$ cat src/rtl/pc_npc_unit_if.sv
// Fetch-side bundle between decode (master) and the PC/next-PC unit (slave).
// Carries the redirect requests in one direction and the fetch address/status in the other.
interface pc_npc_unit_if #(
  parameter int ADDR_W = 10
);
  logic              stall;
  logic              halt;
  logic              br_en;
  logic              br_cond;
  logic [15:0]       br_imm;
  logic              j_en;
  logic [25:0]       j_idx;
  logic              jr_en;
  logic [31:0]       jr_addr;
  logic [ADDR_W-1:0] pc_out;
  logic [ADDR_W-1:0] pc_plus4;
  logic              fetch_valid;
  logic              fault;
  logic [1:0]        state;

  modport master (
    output stall, halt, br_en, br_cond, br_imm, j_en, j_idx, jr_en, jr_addr,
    input  pc_out, pc_plus4, fetch_valid, fault, state
  );

  modport slave (
    input  stall, halt, br_en, br_cond, br_imm, j_en, j_idx, jr_en, jr_addr,
    output pc_out, pc_plus4, fetch_valid, fault, state
  );
endinterface

$ cat src/rtl/pc_npc_unit.sv
// Program counter and next-PC selection for the instruction memory, with a
// boot/run/halt/fault controller that gates fetch validity.
module pc_npc_unit #(
  parameter int                ADDR_W   = 10,
  parameter logic [ADDR_W-1:0] RESET_PC = {ADDR_W{1'b0}}
) (
  input  logic           clk,
  input  logic           rst_pc,
  pc_npc_unit_if.slave   bus
);

  typedef enum logic [1:0] {
    ST_BOOT  = 2'd0,
    ST_RUN   = 2'd1,
    ST_HALT  = 2'd2,
    ST_FAULT = 2'd3
  } state_e;

  state_e            state_q, state_d;
  logic [ADDR_W-1:0] pc_q, pc_d;
  logic              fv_q, fv_d;
  logic              fault_q, fault_d;

  logic [ADDR_W-1:0] pc_plus4_s;
  logic [ADDR_W-1:0] jr_tgt_s;
  logic [ADDR_W-1:0] j_tgt_s;
  logic [ADDR_W-1:0] br_off_s;
  logic [ADDR_W-1:0] br_tgt_s;

  assign pc_plus4_s = pc_q + {{(ADDR_W-3){1'b0}}, 3'b100};
  assign jr_tgt_s   = bus.jr_addr[ADDR_W-1:0];
  assign j_tgt_s    = {bus.j_idx[ADDR_W-3:0], 2'b00};
  // Low ADDR_W bits of the sign-extended word offset; the sign bits fall off the top.
  assign br_off_s   = {bus.br_imm[ADDR_W-3:0], 2'b00};
  assign br_tgt_s   = pc_plus4_s + br_off_s;

  logic unused_bits;
  assign unused_bits = ^{bus.jr_addr[31:ADDR_W], bus.j_idx[25:ADDR_W-2],
                         bus.br_imm[15:ADDR_W-2]};

  // Next-state and next-PC selection; inputs only matter while running.
  always_comb begin
    state_d = state_q;
    pc_d    = pc_q;
    fv_d    = fv_q;
    fault_d = fault_q;
    case (state_q)
      ST_BOOT: begin
        state_d = ST_RUN;
        fv_d    = 1'b1;
      end
      ST_RUN: begin
        if (bus.halt) begin
          state_d = ST_HALT;
          fv_d    = 1'b0;
        end else if (bus.stall) begin
          pc_d = pc_q;
        end else if (bus.jr_en) begin
          if (jr_tgt_s[1:0] != 2'b00) begin
            state_d = ST_FAULT;
            fv_d    = 1'b0;
            fault_d = 1'b1;
          end else begin
            pc_d = jr_tgt_s;
          end
        end else if (bus.j_en) begin
          pc_d = j_tgt_s;
        end else if (bus.br_en && bus.br_cond) begin
          pc_d = br_tgt_s;
        end else begin
          pc_d = pc_plus4_s;
        end
      end
      ST_HALT, ST_FAULT: begin
        fv_d = 1'b0;
      end
      default: begin
        state_d = ST_FAULT;
        fv_d    = 1'b0;
        fault_d = 1'b1;
      end
    endcase
  end

  // State, PC and status registers with asynchronous reset.
  always_ff @(posedge clk or posedge rst_pc) begin
    if (rst_pc) begin
      state_q <= ST_BOOT;
      pc_q    <= RESET_PC;
      fv_q    <= 1'b0;
      fault_q <= 1'b0;
    end else begin
      state_q <= state_d;
      pc_q    <= pc_d;
      fv_q    <= fv_d;
      fault_q <= fault_d;
    end
  end

  assign bus.pc_out      = pc_q;
  assign bus.pc_plus4    = pc_plus4_s;
  assign bus.fetch_valid = fv_q;
  assign bus.fault       = fault_q;
  assign bus.state       = state_q;

endmodule

$ cat src/flat_wrapper.sv
// flat-port wrapper written by rule: the top's interface ports become plain ports
module pc_npc_unit_flat 
#(
  parameter int                ADDR_W   = 10,
  parameter logic [ADDR_W-1:0] RESET_PC = {ADDR_W{1'b0}}
)
  (clk, rst_pc, bus_stall, bus_halt, bus_br_en, bus_br_cond, bus_br_imm, bus_j_en, bus_j_idx, bus_jr_en, bus_jr_addr, bus_pc_out, bus_pc_plus4, bus_fetch_valid, bus_fault, bus_state);
  pc_npc_unit_if #(.ADDR_W(ADDR_W)) bus_i ();
  input  logic clk;
  input  logic rst_pc;
  input wire logic [$bits(bus_i.stall)-1:0] bus_stall;
  input wire logic [$bits(bus_i.halt)-1:0] bus_halt;
  input wire logic [$bits(bus_i.br_en)-1:0] bus_br_en;
  input wire logic [$bits(bus_i.br_cond)-1:0] bus_br_cond;
  input wire logic [$bits(bus_i.br_imm)-1:0] bus_br_imm;
  input wire logic [$bits(bus_i.j_en)-1:0] bus_j_en;
  input wire logic [$bits(bus_i.j_idx)-1:0] bus_j_idx;
  input wire logic [$bits(bus_i.jr_en)-1:0] bus_jr_en;
  input wire logic [$bits(bus_i.jr_addr)-1:0] bus_jr_addr;
  output wire logic [$bits(bus_i.pc_out)-1:0] bus_pc_out;
  output wire logic [$bits(bus_i.pc_plus4)-1:0] bus_pc_plus4;
  output wire logic [$bits(bus_i.fetch_valid)-1:0] bus_fetch_valid;
  output wire logic [$bits(bus_i.fault)-1:0] bus_fault;
  output wire logic [$bits(bus_i.state)-1:0] bus_state;
  assign bus_i.stall = bus_stall;
  assign bus_i.halt = bus_halt;
  assign bus_i.br_en = bus_br_en;
  assign bus_i.br_cond = bus_br_cond;
  assign bus_i.br_imm = bus_br_imm;
  assign bus_i.j_en = bus_j_en;
  assign bus_i.j_idx = bus_j_idx;
  assign bus_i.jr_en = bus_jr_en;
  assign bus_i.jr_addr = bus_jr_addr;
  assign bus_pc_out = bus_i.pc_out;
  assign bus_pc_plus4 = bus_i.pc_plus4;
  assign bus_fetch_valid = bus_i.fetch_valid;
  assign bus_fault = bus_i.fault;
  assign bus_state = bus_i.state;
  pc_npc_unit #(.ADDR_W(ADDR_W), .RESET_PC(RESET_PC)) u_core (.clk(clk), .rst_pc(rst_pc), .bus(bus_i));
endmodule
$ cat config.mk
export PLATFORM = sky130hd
export DESIGN_NAME = pc_npc_unit_flat
export DESIGN_NICKNAME = d
export VERILOG_FILES = /design/src/rtl/pc_npc_unit_if.sv /design/src/rtl/pc_npc_unit.sv /design/src/flat_wrapper.sv
export SDC_FILE = /design/constraint.sdc
export NUM_CORES = 1
export LEC_CHECK = 0
export BUFFER_PORTS_ARGS = -buffer_cell sky130_fd_sc_hd__buf_4
export CAP_MARGIN = 15
export CORE_ASPECT_RATIO = 1.25
export CORE_MARGIN = 2
export CORE_UTILIZATION = 30
export DETAILED_ROUTE_END_ITERATION = 6
export GPL_ROUTABILITY_DRIVEN = 1
export PLACE_DENSITY = 0.71
export SLEW_MARGIN = 20
export SYNTH_ARGS = -nofsm -noshare
export SYNTH_HDL_FRONTEND = slang
export SYNTH_SLANG_ARGS = --single-unit
$ cat constraint.sdc
create_clock -name clk -period 4 [get_ports clk]
set_input_delay 0.2 -clock clk [delete_from_list [all_inputs] [get_ports clk]]
set_output_delay 0.2 -clock clk [all_outputs]
set_load 0.03 [all_outputs]
==> impl_metrics.ini, run 1 <==
[run_status]
status = complete, but fails checks
violations = hold timing

[timing]
tns_ns = 0
hold_viol = 14
whs_ns = -0.008571
worst_clock_skew_ns = 0.0003579
fmax_mhz = 390.5
setup_viol = 0
rsz0062_at_grt = false
tightest_slew_ns = 0.5210
slew_headroom_pct = 65.23
maxSlewViolCount = 0
fin_crit_ns = 2.561
period_share_pct = 64.02

[placement]
portBuffers = 57
hpwl_mm = 2.661
place.gp.congestion = 0.7647

[power]
p_leak_nw = 0.8511
irDropWorstVdd_v = 0.0001579
p_total_uw = 443.9
power_density_mw_per_mm2 = 259.2

[yosys]
synth_edf_count = 0
syn_nets = 231
async_flop_share_pct = 100.0
yosysWarnings = 0
syn_area_mm2 = 0.001194
synth_top_cell_by_area = dfrtp_1
yosysUniqueCellTypes = 43
synth-seq-area-share_pct = 29.35
synth_top_cell_area_share_pct = 29.35
synth_ff_type = dfrtp_1
ys_ff_latch = 14
syn_area_per_cell_um2 = 8.587
synth_cells = 139
synthTopCellsByArea = dfrtp_1 (29%), ha_1 (9.4%), a21oi_1 (6.3%)

[floorplanning]
die_h_um = 74.53
fp-row-count = 25
fp.dieW_um = 60.42
initial_core_util_pct = 31.28
ios = 106
die_area_mm2 = 0.004503
core_mm2 = 0.003816

[clock_network]
cts_root_buf = clkbuf_8
postCtsSetupBuffers = 0
cts.path.max_buffers = 2
path_clk_slew_ns = 0.06
numCtsBuffers = 3
cts_resized = 0
cts_htree_levels = 1
holdBufCountCts = 0
clock_sinks = 14
cts_tree = built
clk_latency_ns = 0.24

[setup_path]
path_cells = ha_1 > and3_1 > nand3_1 > xnor2_1 > ha_1 > a21o_2 > o311a_1 > a211oi_2 > nor3_2
reg2reg_from = u_core.bus.pc_out[3]$_DFFE_PP0P_
cpMaxStageDelayCell = dfrtp_1
criticalPathCategory = register to register
max_stage_delay_ns = 0.41
worstPathMaxFanout = 4
setup.worst_path.start_class = register
cp.arrival_ns = 2.69
reg2reg_slack_ns = 1.44
end_kind = register
cpMostUsedCell = ha_1
reg2regPathDepth = 9
worstReg2RegEnd = u_core.bus.pc_out[9]$_DFFE_PP0P_
cp.required_ns = 4.13

[detailed_routing]
viasPerCell = 4.836
dr.pass1.iters = 4
vias = 1209
post_drt_wl_per_cell_um = 12.64
wl_mm = 3.161
drc_errors = 0
drtIter0Drc = 22
ant_nets = 0

[global_routing]
grt_max_degree = 19
antenna_found_initial = 0
grt_pass1_wl_mm = 5.030
grtUsageTotal_pct = 14.80
grt_pass1_vias = 1189
overflow = 0

[cells_and_area]
antenna_cells = 0
syn_to_final_growth_pct = 43.50
drive_above_1_share_pct = 36.73
fill_cells = 425
finalNetCount = 289

[worst_hold_path]
hold_class = input port to async pin

[run]
drv_cap = 0
## sequential cells by signal, indices dropped and copies added (netlist names)
register	cells
u_core.bus.fetch_valid	1
u_core.bus.fault	1
u_core.bus.pc_out	10
u_core.bus.state	2
## layout make-up
cell class / count / area [um2] / share of cell area (%)
well taps: 54 / 67.56 / 3.944
flip-flops and latches: 14 / 350.3 / 20.45
repair buffers: 57 / 427.9 / 24.98
multi-input cells: 114 / 785.8 / 45.87
clock buffers: 4 / 55.05 / 3.214
inverters: 7 / 26.28 / 1.534
## worst max path at each step
stage | from | to | slack (ns) | cells past startpoint
after floorplan | u_core.bus.pc_out[3]$_DFFE_PP0P_ | u_core.bus.pc_out[9]$_DFFE_PP0P_ | 0.93 | 9
after global placement | u_core.bus.pc_out[3]$_DFFE_PP0P_ | u_core.bus.pc_out[9]$_DFFE_PP0P_ | 1.46 | 9
after detailed placement | u_core.bus.pc_out[3]$_DFFE_PP0P_ | u_core.bus.pc_out[9]$_DFFE_PP0P_ | 1.43 | 9
after CTS | u_core.bus.pc_out[3]$_DFFE_PP0P_ | u_core.bus.pc_out[9]$_DFFE_PP0P_ | 1.42 | 9
after global routing | u_core.bus.pc_out[3]$_DFFE_PP0P_ | u_core.bus.pc_out[9]$_DFFE_PP0P_ | 1.30 | 9
final | u_core.bus.pc_out[3]$_DFFE_PP0P_ | u_core.bus.pc_out[9]$_DFFE_PP0P_ | 1.44 | 9
## critical path: cells and delay by family (launching register included)
family	cells	cell delay, ns
adder cells (fa/ha/maj)	2	0.54
flip-flops	1	0.41
XOR/XNOR	1	0.28
AO/OA/AOI/OAI	3	0.83
AND/OR/NAND/NOR	3	0.37
## placed cells by master, fill, tap and decap left out, types with 2 or more instances in the layout
cell	synthesis	final
nor3_1	2	2
nor2_1	14	14
inv_1	5	5
xor2_1	7	7
o21bai_1	2	2
o22ai_1	5	5
buf_4	2	57
a211oi_2	2	2
xnor2_1	3	3
a31oi_1	2	2
clkbuf_8	0	4
o21a_1	2	2
ha_1	9	9
mux2i_1	2	2
a21oi_1	15	15
o21ai_0	10	10
dfrtp_1	14	14
o211ai_1	2	2
nand2_1	16	16
## cells in the mapped netlist (all sizes together), types with 2 or more instances
cell    number
a31oi        2
o211ai       2
nor2        14
nor3         4
o21a         2
xor2         7
o22ai        5
ha           9
nand2       17
o21bai       2
o21ai       10
a21oi       15
a21o         2
buf          4
mux2i        2
a211oi       2
dfrtp       14
inv          6
xnor2        3
nand3        2
## kinds of logic (layout without fill, tap and decap cells)
| family | after synthesis | after routing | synth area share (%) |
|---|---|---|---|
| AOI/OAI and AO/OA | 48 | 48 | 26.41 |
| and+or+nand+nor | 44 | 44 | 19.29 |
| DFF | 14 | 14 | 29.35 |
| buffers and inverters | 11 | 68 | 4.821 |
| adders and majority gates | 10 | 10 | 11.11 |
| xor gates and xnor gates | 10 | 10 | 7.338 |
| muxes | 2 | 2 | 1.677 |
## routing by layer
| layer | share of wire, % | GRT usage, % |
|---|---|---|
| met1 | 42 | 17.10 |
| met2 | 52 | 27.66 |
| met3 | 5.1 | 1.739 |
| met4 | 0.66 | 5.072 |
| met5 | 0 | 0 |
## metrics by stage
step                      area (um2)  instances  setup WS (ns)  util [%]  hold WS (ns)
after floorplan                 1194        139         0.9345         -       0.08922
after global placement          1658        246          1.464     43.44        0.2802
after detailed placement        1658        246          1.434     43.44        0.2795
after CTS                       1713        250          1.421     44.89       0.01123
after global routing            1713        250          1.299     44.89       0.03641
final                           1713        250          1.439     44.89     -0.008571
## where the power goes
part / switching [mW] / total [mW] / internal [mW]
clock network: 0.0490 / 0.136 / 0.0871
registers: 0.00783 / 0.156 / 0.148
logic: 0.0836 / 0.152 / 0.0683
total: 0.141 / 0.444 / 0.303
(Power assumes the default switching activity.)
==> run 2: changes to the inputs <==
- ABC_AREA: unset -> 1
- PLACE_DENSITY: 0.71 -> 0.72
- clock period: 4 -> 2.3 ns (I/O delays scaled with it)
==> impl_metrics.ini, run 2 <==
[timing]
fmax_mhz = 457.5
slew_headroom_pct = 64.55
tns_ns = 0
tightest_slew_ns = 0.5312
layout_setup_ws_ns = 0.1143
fin_crit_ns = 2.186
worst_clock_skew_ns = 0.0007376
hold_viol = 0
setup_viol = 0
maxSlewViolCount = 0
period_share_pct = 95.03
rsz0062_at_grt = true

[placement]
hpwl_mm = 2.735
place.gp.congestion = 0.8597
place_inst = 309
post-place-ws_ns = 0.000006661
portBuffers = 57

[yosys]
synth-simple-area-share_pct = 39.06
synth-seq-area-share_pct = 26.42
ys_ff_latch = 14
synth_cells = 194
yosysWarnings = 0
synth_top_cell_by_area = dfrtp_1
synth.most_common_cell = nand2_1
yosys-top-cells-count = nand2_1 (53), inv_1 (25), dfrtp_1 (14), nor2_1 (14), nand3_1 (11)
synth_edf_count = 0
muxShareOfSynthArea_pct = 0
synthAdderAreaFrac_pct = 10.00
syn_nets = 286
async_flop_share_pct = 100.0
syn_area_per_cell_um2 = 6.836
synth_top_cell_area_share_pct = 26.42
synth_ff_type = dfrtp_1
synth_top_family_by_area = simple AND/OR/NAND/NOR gates
synth_compound_area_share_pct = 11.42
synthTopCellsByArea = dfrtp_1 (26%), nand2_1 (15%), ha_1 (8.5%)
syn_area_mm2 = 0.001326
synth-xor-area-share_pct = 1.981
yosysUniqueCellTypes = 33

[clock_network]
clock_sinks = 14
cts.path.max_buffers = 2
cts_root_buf = clkbuf_8
path_clk_slew_ns = 0.05
cts_htree_levels = 1
numCtsBuffers = 3
clk_latency_ns = 0.24
cts_tree = built

[run]
drv_cap = 0

[setup_path]
end_kind = register
criticalPathCategory = register to register
setup.worst_path.start_class = register
worstPathMaxFanout = 3
cp.required_ns = 2.43
cp.arrival_ns = 2.31

[detailed_routing]
dr.pass1.iters = 4
vias = 1423
post_drt_wl_per_cell_um = 10.63
ant_nets = 0
wl_mm = 3.370
drtIter0Drc = 21
drc_errors = 0
viasPerCell = 4.489

[power]
p_leak_nw = 1.055
p_clk_share_pct = 21.7
p_total_uw = 925.1
pwr-share-comb_pct = 47.2
switchingPower_uw = 343.6
internal_power_uw = 581.5
seq_power_share_pct = 31.1
irDropWorstVdd_v = 0.0005449
swShare_pct = 37.14
power_density_mw_per_mm2 = 456.1

[cells_and_area]
layout_commonest_cell = buf_4
finalNetCount = 352
fill_cells = 463
antenna_cells = 0
largest_register_ffs = 10
final-instance-count-excl-fill = 317
syn_to_final_growth_pct = 52.92
final_cell_mix = buf_4 (64), nand2_1 (50), inv_1 (23), nor2_1 (13), dfrtp_1 (11)
drive_above_1_share_pct = 40.54

[floorplanning]
initial_core_util_pct = 30.67
fp-row-count = 27
die_h_um = 78.34
die_area_mm2 = 0.004972
fp.dieW_um = 63.47
ios = 106
core_mm2 = 0.004324

[global_routing]
grtUsageTotal_pct = 13.41
grt_max_degree = 15
grt_pass1_wl_mm = 5.526
antenna_found_initial = 0
overflow = 0
grt_pass1_vias = 1306

[run_status]
status = complete, no violations

[worst_hold_path]
hold_class = input port to register
run 2: power by group through the flow:
stage          combinational, mW  clock (mW)  sequential [mW]
2_1_floorplan              0.211           0            0.324
3_3_place_gp               0.386           0            0.289
3_5_place_dp               0.392           0            0.290
4_1_cts                    0.397       0.206            0.286
5_1_grt                    0.484       0.224            0.292
6_report                   0.436       0.201            0.288
run 2: path summary, 6_finish.rpt:
kind	start	to	cells after the start	slack [ns]
worst max-delay path	u_core.bus.pc_out[2]$_DFFE_PP0P_	u_core.bus.pc_out[9]$_DFFE_PP0P_	16	0.11
worst min-delay path	bus_halt	u_core.bus.state[0]$_DFFE_PP0P_	2	0.08
worst max register to register	u_core.bus.pc_out[2]$_DFFE_PP0P_	u_core.bus.pc_out[9]$_DFFE_PP0P_	16	0.11
worst min register to register	u_core.bus.fault$_DFFE_PP0P_	u_core.bus.fault$_DFFE_PP0P_	1	0.49
max in group asynchronous	rst_pc	u_core.bus.pc_out[2]$_DFFE_PP0P_	3	1.44
min in group asynchronous	rst_pc	u_core.bus.pc_out[1]$_DFFE_PP0P_	3	0.47
run 2: cell type report:
type,instances,area (um2),area share [%]
inverter,31,116.4,5.737
sequential,14,354.1,17.46
clock buffer,4,45.04,2.221
timing repair buffer,65,490.5,24.18
multi-input combinational,145,949.7,46.82
tap,58,72.57,3.578
run 2: critical path, stage by stage (launching register included):
cell and delay, ns:
dfrtp_2 0.42, ha_4 0.17, nand4_1 0.12, nor2_1 0.06, or2_1 0.22, nand2_1 0.08, inv_2 0.06, ha_4 0.27
nand2_2 0.06, nor2_2 0.12, nand3_2 0.10, nand3_2 0.09, nand3_1 0.07, nand2_1 0.07, nand3_1 0.07, nand2_1 0.07
nand2_1 0.04
run 2: logic make-up (layout without fill, tap and decap cells):
| logic type | after synthesis | count (layout) |
|---|---|---|
| adder cells (fa/ha/maj) | 10 | 10 |
| AO/OA/AOI/OAI | 25 | 25 |
| XOR/XNOR | 3 | 3 |
| buffers and inverters | 35 | 100 |
| AND/OR/NAND/NOR | 107 | 107 |
| flip-flops | 14 | 14 |
run 2: routing by layer:
layer | track usage (%) | wire length, um | part of all wire (%)
met1 | 16.58 | 1460 | 43
met2 | 24.42 | 1735 | 51
met3 | 1.719 | 160 | 4.7
met4 | 3.261 | 14 | 0.42
met5 | 0 | 0 | 0
run 2: timing repair:
item / in CTS / in global routing
hold buffers: 1 / 0
endpoints found under the hold margin: 14 / 0
resized for setup: 1 / 17
endpoints found under the setup margin: 1 / 5
buffers inserted: 0 / 3
pin swaps: 0 / 4
run 2: metrics by stage:
| stage | hold WS [ns] | instance area (um2) | util (%) |
|---|---|---|---|
| final | 0.07808 | 2028 | 46.90 |
| after global routing | 0.08399 | 2028 | 46.90 |
| after CTS | 0.07742 | 1891 | 43.72 |
| after detailed placement | 0.1899 | 1832 | 42.36 |
| after global placement | 0.1870 | 1832 | 42.36 |
| after floorplan | 0.004017 | 1333 | - |
==> run 3: changes to the inputs <==
- PLACE_DENSITY: 0.72 -> 0.69
- clock period: 2.3 -> 2.75 ns (I/O delays scaled with it)
==> impl_metrics.ini, run 3 (synthesis gave the netlist of run 2 again) <==
[run_status]
status = complete, no violations

[floorplanning]
fp.dieW_um = 63.47
die_h_um = 78.34
core_mm2 = 0.004324
ios = 106
fp-row-count = 27
die_area_mm2 = 0.004972
initial_core_util_pct = 30.67

[timing]
maxSlewViolCount = 0
period_share_pct = 87.00
rsz0062_at_grt = false
worst_clock_skew_ns = 0.001236
slew_headroom_pct = 62.74
tightest_slew_ns = 0.5583
setup_viol = 0
whs_ns = 0.09221
tns_ns = 0
fin_crit_ns = 2.393
fmax_mhz = 418.0
hold_viol = 0

[global_routing]
grt_max_degree = 15
grt_pass1_wl_mm = 5.754
antenna_found_initial = 0
overflow = 0
grtUsageTotal_pct = 13.89
grt_pass1_vias = 1373

[worst_hold_path]
hold_class = input port to register
whs_path_depth = 2

[cells_and_area]
drive_above_1_share_pct = 31.08
finalNetCount = 345
syn_to_final_growth_pct = 39.43
postLayoutCoreUtil_pct = 42.77
final_cell_area_mm2 = 0.001849
antenna_cells = 0
ff_latch_area_um2 = 350.3
final_cell_mix = buf_4 (57), nand2_1 (53), inv_1 (25), nor2_1 (14), dfrtp_1 (14)
fill_cells = 476
largest_register_ffs = 10
multi_input_area_um2 = 830.8
layout_commonest_cell = buf_4

[setup_path]
worstPathMaxFanout = 5
criticalPathCategory = register to register
end_kind = register
setup.worst_path.start_class = register
cp.required_ns = 2.88
cpMostUsedCell = nand2_1
reg2regPathDepth = 17
cpMaxStageDelayCell = dfrtp_1
max_stage_delay_ns = 0.43
path_cells = ha_2 > nand4_1 > nor2_1 > or2_1 > nand2_1 > inv_1 > ha_1 > nand2_1 > inv_1 > a21oi_1 > nand2_1 > nand2_1 > nand3_1 > nand2_1 > nand3_1 > nand2_1 > nand2_1
cp.arrival_ns = 2.53

[detailed_routing]
drc_errors = 0
vias = 1397
wl_mm = 3.252
ant_nets = 0
drtIter0Drc = 19
post_drt_wl_per_cell_um = 10.52
dr.pass1.iters = 4
viasPerCell = 4.521

[clock_network]
clock_sinks = 14
clk_latency_ns = 0.24
postCtsSetupBuffers = 0
path_clk_slew_ns = 0.05
numCtsBuffers = 3
cts.path.max_buffers = 2
cts_tree = built
cts_root_buf = clkbuf_8
cts_htree_levels = 1

[placement]
place_area_mm2 = 0.001795
hpwl_mm = 2.741
portBuffers = 57
place.gp.congestion = 0.7647

[run]
drv_cap = 0

[power]
power_density_mw_per_mm2 = 390.0
irDropWorstVdd_v = 0.0002849
p_total_uw = 721.3
p_leak_nw = 1.022
[run 3: cell count changes in the layout (fill, tap and decap cells not counted), sizes merged]
cell    delta
buf        -7
clkbuf     -1
[run 3: where the power goes]
group	switching (mW)	total, mW	internal (mW)
Combinational	0.183	0.315	0.132
Clock	0.0687	0.165	0.0968
Sequential	0.0201	0.241	0.221
[run 3: metrics by stage]
stage,setup WS [ns],std cells
2_1_floorplan,0.2279,194
3_3_place_gp,0.3562,305
3_5_place_dp,0.2864,305
4_1_cts,0.2843,309
5_1_grt,0.02111,309
6_report,0.3574,309
[run 3: metal layers]
layer	vias to the layer above	routed length (um)	global-route usage (%)
met1	605	1341	16.19
li1	741	-	-
met2	45	1692	26.21
met3	6	181	1.433
met4	0	38	4.348
met5	-	0	0
[run 3: final timing paths]
path	slack (ns)	end	startpoint
max reg2reg	0.36	u_core.bus.pc_out[9]$_DFFE_PP0P_	u_core.bus.pc_out[2]$_DFFE_PP0P_
min in group asynchronous	0.51	u_core.bus.pc_out[1]$_DFFE_PP0P_	rst_pc
min reg2reg	0.48	u_core.bus.fault$_DFFE_PP0P_	u_core.bus.fault$_DFFE_PP0P_
max in group asynchronous	1.88	u_core.bus.pc_out[6]$_DFFE_PP0P_	rst_pc
max	0.36	u_core.bus.pc_out[9]$_DFFE_PP0P_	u_core.bus.pc_out[2]$_DFFE_PP0P_
min	0.09	u_core.bus.state[0]$_DFFE_PP0P_	bus_halt
[run 3: layout make-up]
cell class	instances	area share, %
multi-input cells	145	44.93
inverters	31	6.292
clock buffers	3	2.233
well taps	58	3.924
flip-flops and latches	14	18.94
repair buffers	58	23.68
[run 3: critical path, delay by kind of cell, from the launching register on]
kind                       cells  cell delay, ns
AOI/OAI and AO/OA              1            0.17
buffers and inverters          2            0.09
DFF                            1            0.43
adders and majority gates      2            0.54
and+or+nand+nor               12            1.03
[run 3: timing repair]
action	4_1_cts	5_1_grt
resized for setup	0	1
hold buffers	1	0
endpoints found under the setup margin	0	1
hold endpoints to repair	14	0
